===== src/rtl/mem_ctrl.sv =====
// mem_ctrl: shared RAM-port controller for instruction fetch and the MEM stage.
// Each 1/2/4-byte request is serialised into byte accesses on one synchronous
// RAM port. MEM requests win arbitration in IDLE, and each port sees its own
// INIT/BUSY/DONE status.
module mem_ctrl #(
    parameter int ADDR_W = 32
) (
    input  logic              clk,
    input  logic              rst,
    input  logic              rdy,
    input  logic              if_req,
    input  logic [ADDR_W-1:0] if_addr,
    output logic [31:0]       if_data,
    output logic [1:0]        if_status,
    input  logic [1:0]        rw_mem,
    input  logic [ADDR_W-1:0] addr_mem,
    input  logic [31:0]       data_to_mem,
    input  logic [2:0]        mem_times,
    output logic [31:0]       data_from_mem,
    output logic [1:0]        mem_status,
    output logic [ADDR_W-1:0] ram_a,
    output logic [7:0]        ram_dout,
    output logic              ram_wr,
    input  logic [7:0]        ram_din
);

    typedef enum logic [1:0] {
        IDLE  = 2'd0,
        READ  = 2'd1,
        WRITE = 2'd2,
        DONE  = 2'd3
    } state_t;

    localparam logic [1:0] ST_INIT = 2'b00;
    localparam logic [1:0] ST_BUSY = 2'b01;
    localparam logic [1:0] ST_DONE = 2'b10;

    localparam logic OWNER_IF  = 1'b0;
    localparam logic OWNER_MEM = 1'b1;

    state_t            state_q, state_d;
    logic              owner_q, owner_d;
    logic [2:0]        cnt_q, cnt_d;
    logic [2:0]        len_q, len_d;
    logic [ADDR_W-1:0] base_q, base_d;
    logic [31:0]       wdata_q, wdata_d;
    logic [31:0]       rdata_q, rdata_d;
    logic [31:0]       if_data_q, if_data_d;
    logic [31:0]       mem_data_q, mem_data_d;

    logic              mem_valid;
    logic [ADDR_W-1:0] cur_addr;
    logic [7:0]        wr_byte;
    logic [31:0]       rdata_next;

    assign mem_valid = (rw_mem == 2'b01) || (rw_mem == 2'b10);
    assign cur_addr  = base_q + {{(ADDR_W-3){1'b0}}, cnt_q};

    // Byte of the store word selected by the current byte counter.
    always_comb begin
        wr_byte = wdata_q[7:0];
        case (cnt_q[1:0])
            2'd0:    wr_byte = wdata_q[7:0];
            2'd1:    wr_byte = wdata_q[15:8];
            2'd2:    wr_byte = wdata_q[23:16];
            default: wr_byte = wdata_q[31:24];
        endcase
    end

    // Read assembly with the byte returned by the RAM placed at lane cnt-1.
    always_comb begin
        rdata_next = rdata_q;
        case (cnt_q)
            3'd1:    rdata_next = {rdata_q[31:8], ram_din};
            3'd2:    rdata_next = {rdata_q[31:16], ram_din, rdata_q[7:0]};
            3'd3:    rdata_next = {rdata_q[31:24], ram_din, rdata_q[15:0]};
            3'd4:    rdata_next = {ram_din, rdata_q[23:0]};
            default: rdata_next = rdata_q;
        endcase
    end

    // Next-state logic: arbitration in IDLE, byte sequencing in READ/WRITE.
    always_comb begin
        state_d    = state_q;
        owner_d    = owner_q;
        cnt_d      = cnt_q;
        len_d      = len_q;
        base_d     = base_q;
        wdata_d    = wdata_q;
        rdata_d    = rdata_q;
        if_data_d  = if_data_q;
        mem_data_d = mem_data_q;

        case (state_q)
            IDLE: begin
                if (mem_valid) begin
                    owner_d = OWNER_MEM;
                    base_d  = addr_mem;
                    wdata_d = data_to_mem;
                    len_d   = mem_times;
                    cnt_d   = 3'd0;
                    rdata_d = 32'd0;
                    state_d = (rw_mem == 2'b01) ? READ : WRITE;
                end else if (if_req) begin
                    owner_d = OWNER_IF;
                    base_d  = if_addr;
                    wdata_d = 32'd0;
                    len_d   = 3'd4;
                    cnt_d   = 3'd0;
                    rdata_d = 32'd0;
                    state_d = READ;
                end
            end
            READ: begin
                if (cnt_q != 3'd0) begin
                    rdata_d = rdata_next;
                end
                if (cnt_q == len_q) begin
                    state_d = DONE;
                    cnt_d   = 3'd0;
                    if (owner_q == OWNER_MEM) begin
                        mem_data_d = rdata_next;
                    end else begin
                        if_data_d = rdata_next;
                    end
                end else begin
                    cnt_d = cnt_q + 3'd1;
                end
            end
            WRITE: begin
                if (cnt_q == (len_q - 3'd1)) begin
                    state_d = DONE;
                    cnt_d   = 3'd0;
                end else begin
                    cnt_d = cnt_q + 3'd1;
                end
            end
            DONE: begin
                state_d = IDLE;
            end
            default: begin
                state_d = IDLE;
            end
        endcase
    end

    // State and datapath registers; rdy low freezes everything.
    always_ff @(posedge clk or posedge rst) begin
        if (rst) begin
            state_q    <= IDLE;
            owner_q    <= OWNER_IF;
            cnt_q      <= 3'd0;
            len_q      <= 3'd0;
            base_q     <= '0;
            wdata_q    <= 32'd0;
            rdata_q    <= 32'd0;
            if_data_q  <= 32'd0;
            mem_data_q <= 32'd0;
        end else if (rdy) begin
            state_q    <= state_d;
            owner_q    <= owner_d;
            cnt_q      <= cnt_d;
            len_q      <= len_d;
            base_q     <= base_d;
            wdata_q    <= wdata_d;
            rdata_q    <= rdata_d;
            if_data_q  <= if_data_d;
            mem_data_q <= mem_data_d;
        end
    end

    // RAM port drive; address and data are zero whenever not in use.
    always_comb begin
        ram_a    = '0;
        ram_dout = 8'd0;
        ram_wr   = 1'b0;
        case (state_q)
            READ: begin
                if (cnt_q < len_q) begin
                    ram_a = cur_addr;
                end
            end
            WRITE: begin
                ram_a    = cur_addr;
                ram_dout = wr_byte;
                ram_wr   = rdy;
            end
            default: begin
                ram_a = '0;
            end
        endcase
    end

    // Per-port status: only the owner ever leaves INIT.
    always_comb begin
        if_status  = ST_INIT;
        mem_status = ST_INIT;
        case (state_q)
            READ, WRITE: begin
                if (owner_q == OWNER_MEM) begin
                    mem_status = ST_BUSY;
                end else begin
                    if_status = ST_BUSY;
                end
            end
            DONE: begin
                if (owner_q == OWNER_MEM) begin
                    mem_status = ST_DONE;
                end else begin
                    if_status = ST_DONE;
                end
            end
            default: begin
                if_status  = ST_INIT;
                mem_status = ST_INIT;
            end
        endcase
    end

    assign if_data       = if_data_q;
    assign data_from_mem = mem_data_q;

endmodule


===== config.mk =====
export PLATFORM = sky130hd
export DESIGN_NAME = mem_ctrl
export DESIGN_NICKNAME = d
export VERILOG_FILES = /design/src/rtl/mem_ctrl.sv
export SDC_FILE = /design/constraint.sdc
export NUM_CORES = 1
export LEC_CHECK = 0
export ABC_AREA = 0
export CORE_MARGIN = 10
export CORE_UTILIZATION = 45
export CTS_BUF_LIST = sky130_fd_sc_hd__clkbuf_2
export DETAILED_ROUTE_END_ITERATION = 12
export GPL_ROUTABILITY_DRIVEN = 0
export PLACE_DENSITY = 0.75
export SYNTH_ARGS = -nofsm -noshare
export SYNTH_HDL_FRONTEND = slang
export SYNTH_SLANG_ARGS = --single-unit

===== constraint.sdc =====
create_clock -name clk -period 5.48 [get_ports clk]
set_clock_uncertainty 0.15 [all_clocks]
set_input_delay 0.548 -clock clk [delete_from_list [all_inputs] [get_ports clk]]
set_output_delay 0.548 -clock clk [all_outputs]
set_load 0.01 [all_outputs]

## After elaboration in Yosys (flattened, before gate mapping)

Index checks and enable logic that the tools add are counted.

- Bits of input ports: 113
- Logic and storage cells: 79
- Flip-flop bits (word level): 169
- Output and inout port bits: 109

- $add $sub $neg: 3
- Mux-type cells: 34
- Eq/ne operators: 17
- Bitwise logic cells: 1
- Order comparisons: 1
- Reductions and logical operators: 14

Operators with widths:

| cell | number |
|---|---|
| two-way mux 32 bit | 7 |
| case mux 32 bit (2 select lines) | 2 |
| case mux 32 bit (4 select lines) | 1 |
| adder 32 x 3 -> 32 bit | 1 |
| case mux 8 bit (3 select lines) | 1 |
| two-way mux 3 bit | 6 |
| AND reduction 4 bit | 4 |
| two-way mux 2 bit | 7 |
| case mux 3 bit (3 select lines) | 1 |
| == test 2 bit (second input constant) | 4 |
| two-way mux 8 bit | 1 |
| case mux 2 bit (2 select lines) | 2 |
| case mux 2 bit (4 select lines) | 1 |
| == test 2 x 1 -> 1 bit (second input constant) | 3 |
| == test 3 x 2 -> 1 bit (second input constant) | 2 |
| == test 3 bit | 2 |
| inequality test 2 bit (second input constant) | 3 |
| AND reduction 3 bit | 2 |
| nonzero test 3 bit | 2 |
| two-way mux 1 bit | 5 |
| zero test 2 bit | 2 |
| nonzero test 2 bit | 2 |
| adder 3 x 1 -> 3 bit (second input constant) | 1 |
| == test 3 x 1 -> 1 bit (second input constant) | 1 |
| other kinds (7) | 7 |

## Depth between registers and ports, before layout

- Word-level depth: 4
- Mapped depth: 10

## Least setup slack after synthesis

OpenSTA, ideal clock, no wires.

- Path kind: flip-flop to output port
- From: register cnt_q[1]
- To: output port ram_a[28]
- Arrival time: 2379 ps
- Slack: 2403 ps
- Required time: 4782 ps
- Cell stages (with the launch flop): 8
- Path through: dfrtp_1 inv_1 fa_1 nor2b_1 o2111ai_1 clkbuf_1 or4_1 a21oi_1

- Word-level cells in the longest chain between the ends: 3
- Elaborated cells on any way between the ends: 4
- Classes of those cells: add/sub (1); order compare (1); mux (2)

Ends and longest elaborated chain:

| item | line | RTL |
|---|---|---|
| start: declaration | 43 | `logic [2:0] cnt_q, cnt_d;` |
| start signal: assignment | 162 | `cnt_q <= cnt_d;` |
| adder 32 x 3 -> 32 bit or less-than comparator 3 bit (tied branches) | 57, 179 |  |
| two-way mux 32 bit | 179 | `if (cnt_q < len_q) begin` |
| case mux 32 bit (2 select lines) * | 177 | `case (state_q)` |
| end: declaration | 21 | `output logic [ADDR_W-1:0] ram_a,` |

Every way passes the cells marked *; elsewhere a longest branch is shown, timed or not.

## Final worst setup path

- From: register cnt_q[1]
- To: output port ram_a[24]

The elaborated chain is that of the path after synthesis.

==> results.md <==
Route:
- The remaining number of nets flagged by the antenna check after routing is 0.
- The DRC violations left is 0.
- For this run, the detailed router's first-pass iteration total came to 5.
- The post-detailed-route wirelength per cell is 19.0 µm.
- In this run, the number of DRC markers left after iteration 0 of detailed routing was 469.
- The via total after detailed routing is 7000.
- The mean number of vias per cell is 5.56.
- The final wirelength is 23900 µm.

Floorplan:
- The width of the die is 155 µm.
- The floorplan has 49 rows.
- For this configuration, the core starts out at a cell density of 45.7%.
- The number of I/O pins is 222.
- After floorplanning, the core was sized to cover 18000 µm².
- The y dimension of the die is 155 µm.
- The die area is 24100 µm².

Pwr:
- Summed over all cells, the static leakage comes to 4.53 nW.
- Registers are responsible for 42.1% of the overall power.
- VDD sags by at most 213 µV.
- For this design the ratio of total power to cell area is 442 nW/µm².
- The combinational share of power is 44.6%.
- Of the total power, the share spent switching nets is 39.5%.
- The cell-internal power is 2.89 mW.
- The clock network is responsible for 13.3% of the overall power.
- The switching power total is 1.88 mW.

Yosys:
- After Yosys synthesis, and, or, nand and nor cells account for 14.7% of the synthesized area.
- The cell area after synthesis is 8210 µm².
- Of the total synthesized cell area, the portion taken by XOR and XNOR cells is 1.14%.
- The share of synthesized registers carrying an async set or reset is 100%.
- The unique cell type count in the Yosys netlist is 53.
- The most used flip-flop cell after synthesis is sky130_fd_sc_hd__dfrtp_1.
- The yosys synthesis warning count is 0.
- The synthesized net count is 955.
- The fraction of post-synthesis cell area in the top cell type by area is 51.5%.
- After synthesis, the largest family of logic cells by area is compound AO/OA/AOI/OAI gates.
- The number of synthesized flops with an enable pin is 0.
- For this run, the register share of the synthesized area comes to 51.5%.
- The synthesized area per cell is 9.99 µm².
- The cell type with the highest aggregate area in the netlist is sky130_fd_sc_hd__dfrtp_1.
- The post-synthesis mux area share is 4.40%.
- The synthesized netlist devotes 21.5% of its cell area to compound gates.
- The synthesized design contains 169 register bits.
- Yosys attributes the largest share of cell area to sky130_fd_sc_hd__dfrtp_1 (51%), sky130_fd_sc_hd__o21ai_0 (6.0%), sky130_fd_sc_hd__a22o_1 (5.3%).
- The adder and majority gate portion of the synthesized area is 3.14%.
- The cell count after synthesis is 822.

STA:
- The accumulated negative setup slack is 0 ns.
- Counting I/O delays and the setup requirement, the final critical path takes 4.80 ns.
- Setup repair after global routing left no endpoint under its margin.
- The final max-slew violation count is 0.
- In this run the tightest slew margin relative to its limit is 25.0%.
- For this run, the top clock speed supported by timing is 208 MHz.
- The share of the clock period used by the worst path is 87.5%.
- After layout, the worst setup slack is 0.684 ns.
- Setup violations remaining at the end of the flow were counted as 0.
- At the pin with the least slew margin, the transition time is 1.12 ns.
- The final count of hold timing violations is 0.
- The worst hold-check slack is 0.213 ns.

Clock tree:
- The number of clock buffers added by TritonCTS is 17.
- The number of setup buffers added after CTS is 0.
- The maximum clock path buffer count is 2.
- The number of gates resized after CTS was 0.
- The clock-pin slew on the worst setup and hold paths is 0.25 ns.
- The H-tree depth is 4.
- The hold-fix buffer count after cts is 0.
- The root buffer cell chosen for the clock tree is sky130_fd_sc_hd__clkbuf_2.
- For the worst-skew pair, the clock arrives at the later sink with an insertion delay of 0.74 ns.
- The CTS tree is yes.
- The number of clock sinks is 169.

Status:
- The flow ran to the end, and the final reports show no timing, DRC or antenna violations.

Critical path:
- The critical path arrival is 4.10 ns.
- Along the worst path, the maximum fanout reaches 13.
- On the critical path, the stage with the largest delay is an instance of sky130_fd_sc_hd__or4_1.
- STA puts the critical path data required time at 4.78 ns.
- The critical path goes through inv_1 -> fa_1 -> nor2b_1 -> o2111ai_1 -> or4_1 -> a21oi_1 -> clkdlybuf4s50_1.
- The type of destination of the critical path is a primary output.
- The startpoint type of the worst setup path is a register.
- The stage delay of the slowest cell on the critical path is 0.69 ns.
- The type of the setup path with the least slack is register to primary output.
- Counting both buffers and inverters, the worst setup path holds a total of 2.
- The family with the most delay on the worst path is simple AND/OR/NAND/NOR gates.

Global routing:
- The initial antenna violation count was 1.
- The number of global-route vias before repair came to 7108.
- Across every metal layer, demand over resource in global routing totals 19.7%.
- The first-pass GRT wire length is 38700 µm.
- The maximum number of pins on one net before global-route repair is 105.
- The total congestion overflow is 0.

Placed design:
- The post-placement setup slack is 1.47 ns.
- Once detailed placement completed, the half-perimeter wirelength came to 17400 µm.
- In this run the tool buffered the top-level ports with 221 buffer cells.

Flow run:
- The number of max-cap violations is 0.

Cells and area:
- The area growth from synthesis to layout is 31.5%.
- In the final design database the tool counted 1148 nets.
- Of the cells placed in the final design, the portion with a size suffix greater than 1 is 5.45%.

Min path:
- The type of the worst min-delay path is input pin to async pin.
-- worst register-to-register path, cell delays in order, from the launching register on --
cell                      delay (ns)
sky130_fd_sc_hd__dfrtp_1        0.52
sky130_fd_sc_hd__inv_1          0.17
sky130_fd_sc_hd__ha_1           0.52
sky130_fd_sc_hd__a221o_1        0.93
sky130_fd_sc_hd__nor2_1         0.35
sky130_fd_sc_hd__a22o_1         0.33
-- cells in the mapped netlist, drive strengths merged (8+ instances only) --
cell / n
a22oi: 32
nor2b: 8
and2: 13
a22o: 50
mux2i: 35
inv: 19
buf: 13
nor2: 47
nand3b: 17
clkbuf: 43
or3: 9
dfrtp: 169
o21ai: 100
nand2: 89
nand3: 11
ha: 19
or4: 15
a21oi: 59
a222oi: 8
o31ai: 15
-- final cells by class --
class / count / area, µm²
diodes: 1 / 2.50
well taps: 229 / 287
flip-flops and latches: 169 / 4230
clock buffers: 19 / 95.1
clock inverters: 13 / 120
repair buffers: 230 / 2280
multi-input cells: 578 / 3710
inverters: 19 / 76.3
fillers: 1579 / 7170
-- sequential cells by signal, indices dropped and copies added, names as in the netlist --
name / cells
wdata_q: 32
data_from_mem: 32
if_data: 32
base_q: 32
cnt_q: 3
rdata_q: 32
len_q: 3
state_q: 2
owner_q: 1
-- power by group through the flow --
stage	Sequential, mW	Clock [mW]	Combinational (mW)
2_1_floorplan	2.01	0	1.13
3_3_place_gp	2.02	0	2.11
3_5_place_dp	2.03	0	2.15
4_1_cts	2.01	0.650	2.16
5_1_grt	2.08	0.701	2.37
6_report	2.01	0.635	2.13
-- kinds of logic after synthesis --
kind of cell,count (synthesis)
buf+inv,75
xor+xnor,9
mux,36
fa+ha+maj,20
flops,169
simple gates,237
compound gates,276
-- metrics by stage --
step / cells / instance area (µm²) / power [mW] / utilization, %
after floorplan: 822 / 8210 / 3.14 / -
after global placement: 1225 / 10600 / 4.13 / 58.9
after detailed placement: 1225 / 10600 / 4.18 / 58.9
after CTS: 1257 / 10800 / 4.81 / 60.1
after global routing: 1258 / 10800 / 5.15 / 60.1
final: 1258 / 10800 / 4.77 / 60.1
-- per-layer routing --
layer	global-route usage, %	vias up	part of all wire (%)
met3	7.20	10	8.7
li1	-	3394	-
met2	32.9	254	50
met4	3.64	0	0.54
met1	24.0	3342	41
met5	0	-	0
-- final timing paths --
path                                   from  slack [ns]           endpoint  cells after the start
min in group clk               mem_times[1]        0.23           len_q[1]                      3
setup reg to reg                   cnt_q[1]        2.45        rdata_q[21]                      5
setup / recovery                   cnt_q[1]        0.68          ram_a[24]                      7
max in group asynchronous               rst        3.92         rdata_q[8]                      3
hold reg to reg            data_from_mem[7]        0.36   data_from_mem[7]                      2
hold / removal                          rst        0.21  data_from_mem[20]                      2
-- cell usage in the layout (no fill, tap or decap), types with 13 or more instances in the layout --
cell / count
sky130_fd_sc_hd__clkbuf_2: 19
sky130_fd_sc_hd__a22oi_1: 32
sky130_fd_sc_hd__and2_1: 13
sky130_fd_sc_hd__dfrtp_1: 169
sky130_fd_sc_hd__or4_1: 14
sky130_fd_sc_hd__mux2i_1: 35
sky130_fd_sc_hd__nor2_1: 46
sky130_fd_sc_hd__ha_1: 18
sky130_fd_sc_hd__clkdlybuf4s50_1: 221
sky130_fd_sc_hd__a22o_1: 50
sky130_fd_sc_hd__o21ai_0: 99
sky130_fd_sc_hd__inv_1: 18
sky130_fd_sc_hd__nand2_1: 89
sky130_fd_sc_hd__a21oi_1: 59
sky130_fd_sc_hd__nand3b_1: 17
sky130_fd_sc_hd__o31ai_1: 15
Power figures use the tool's default switching activity.
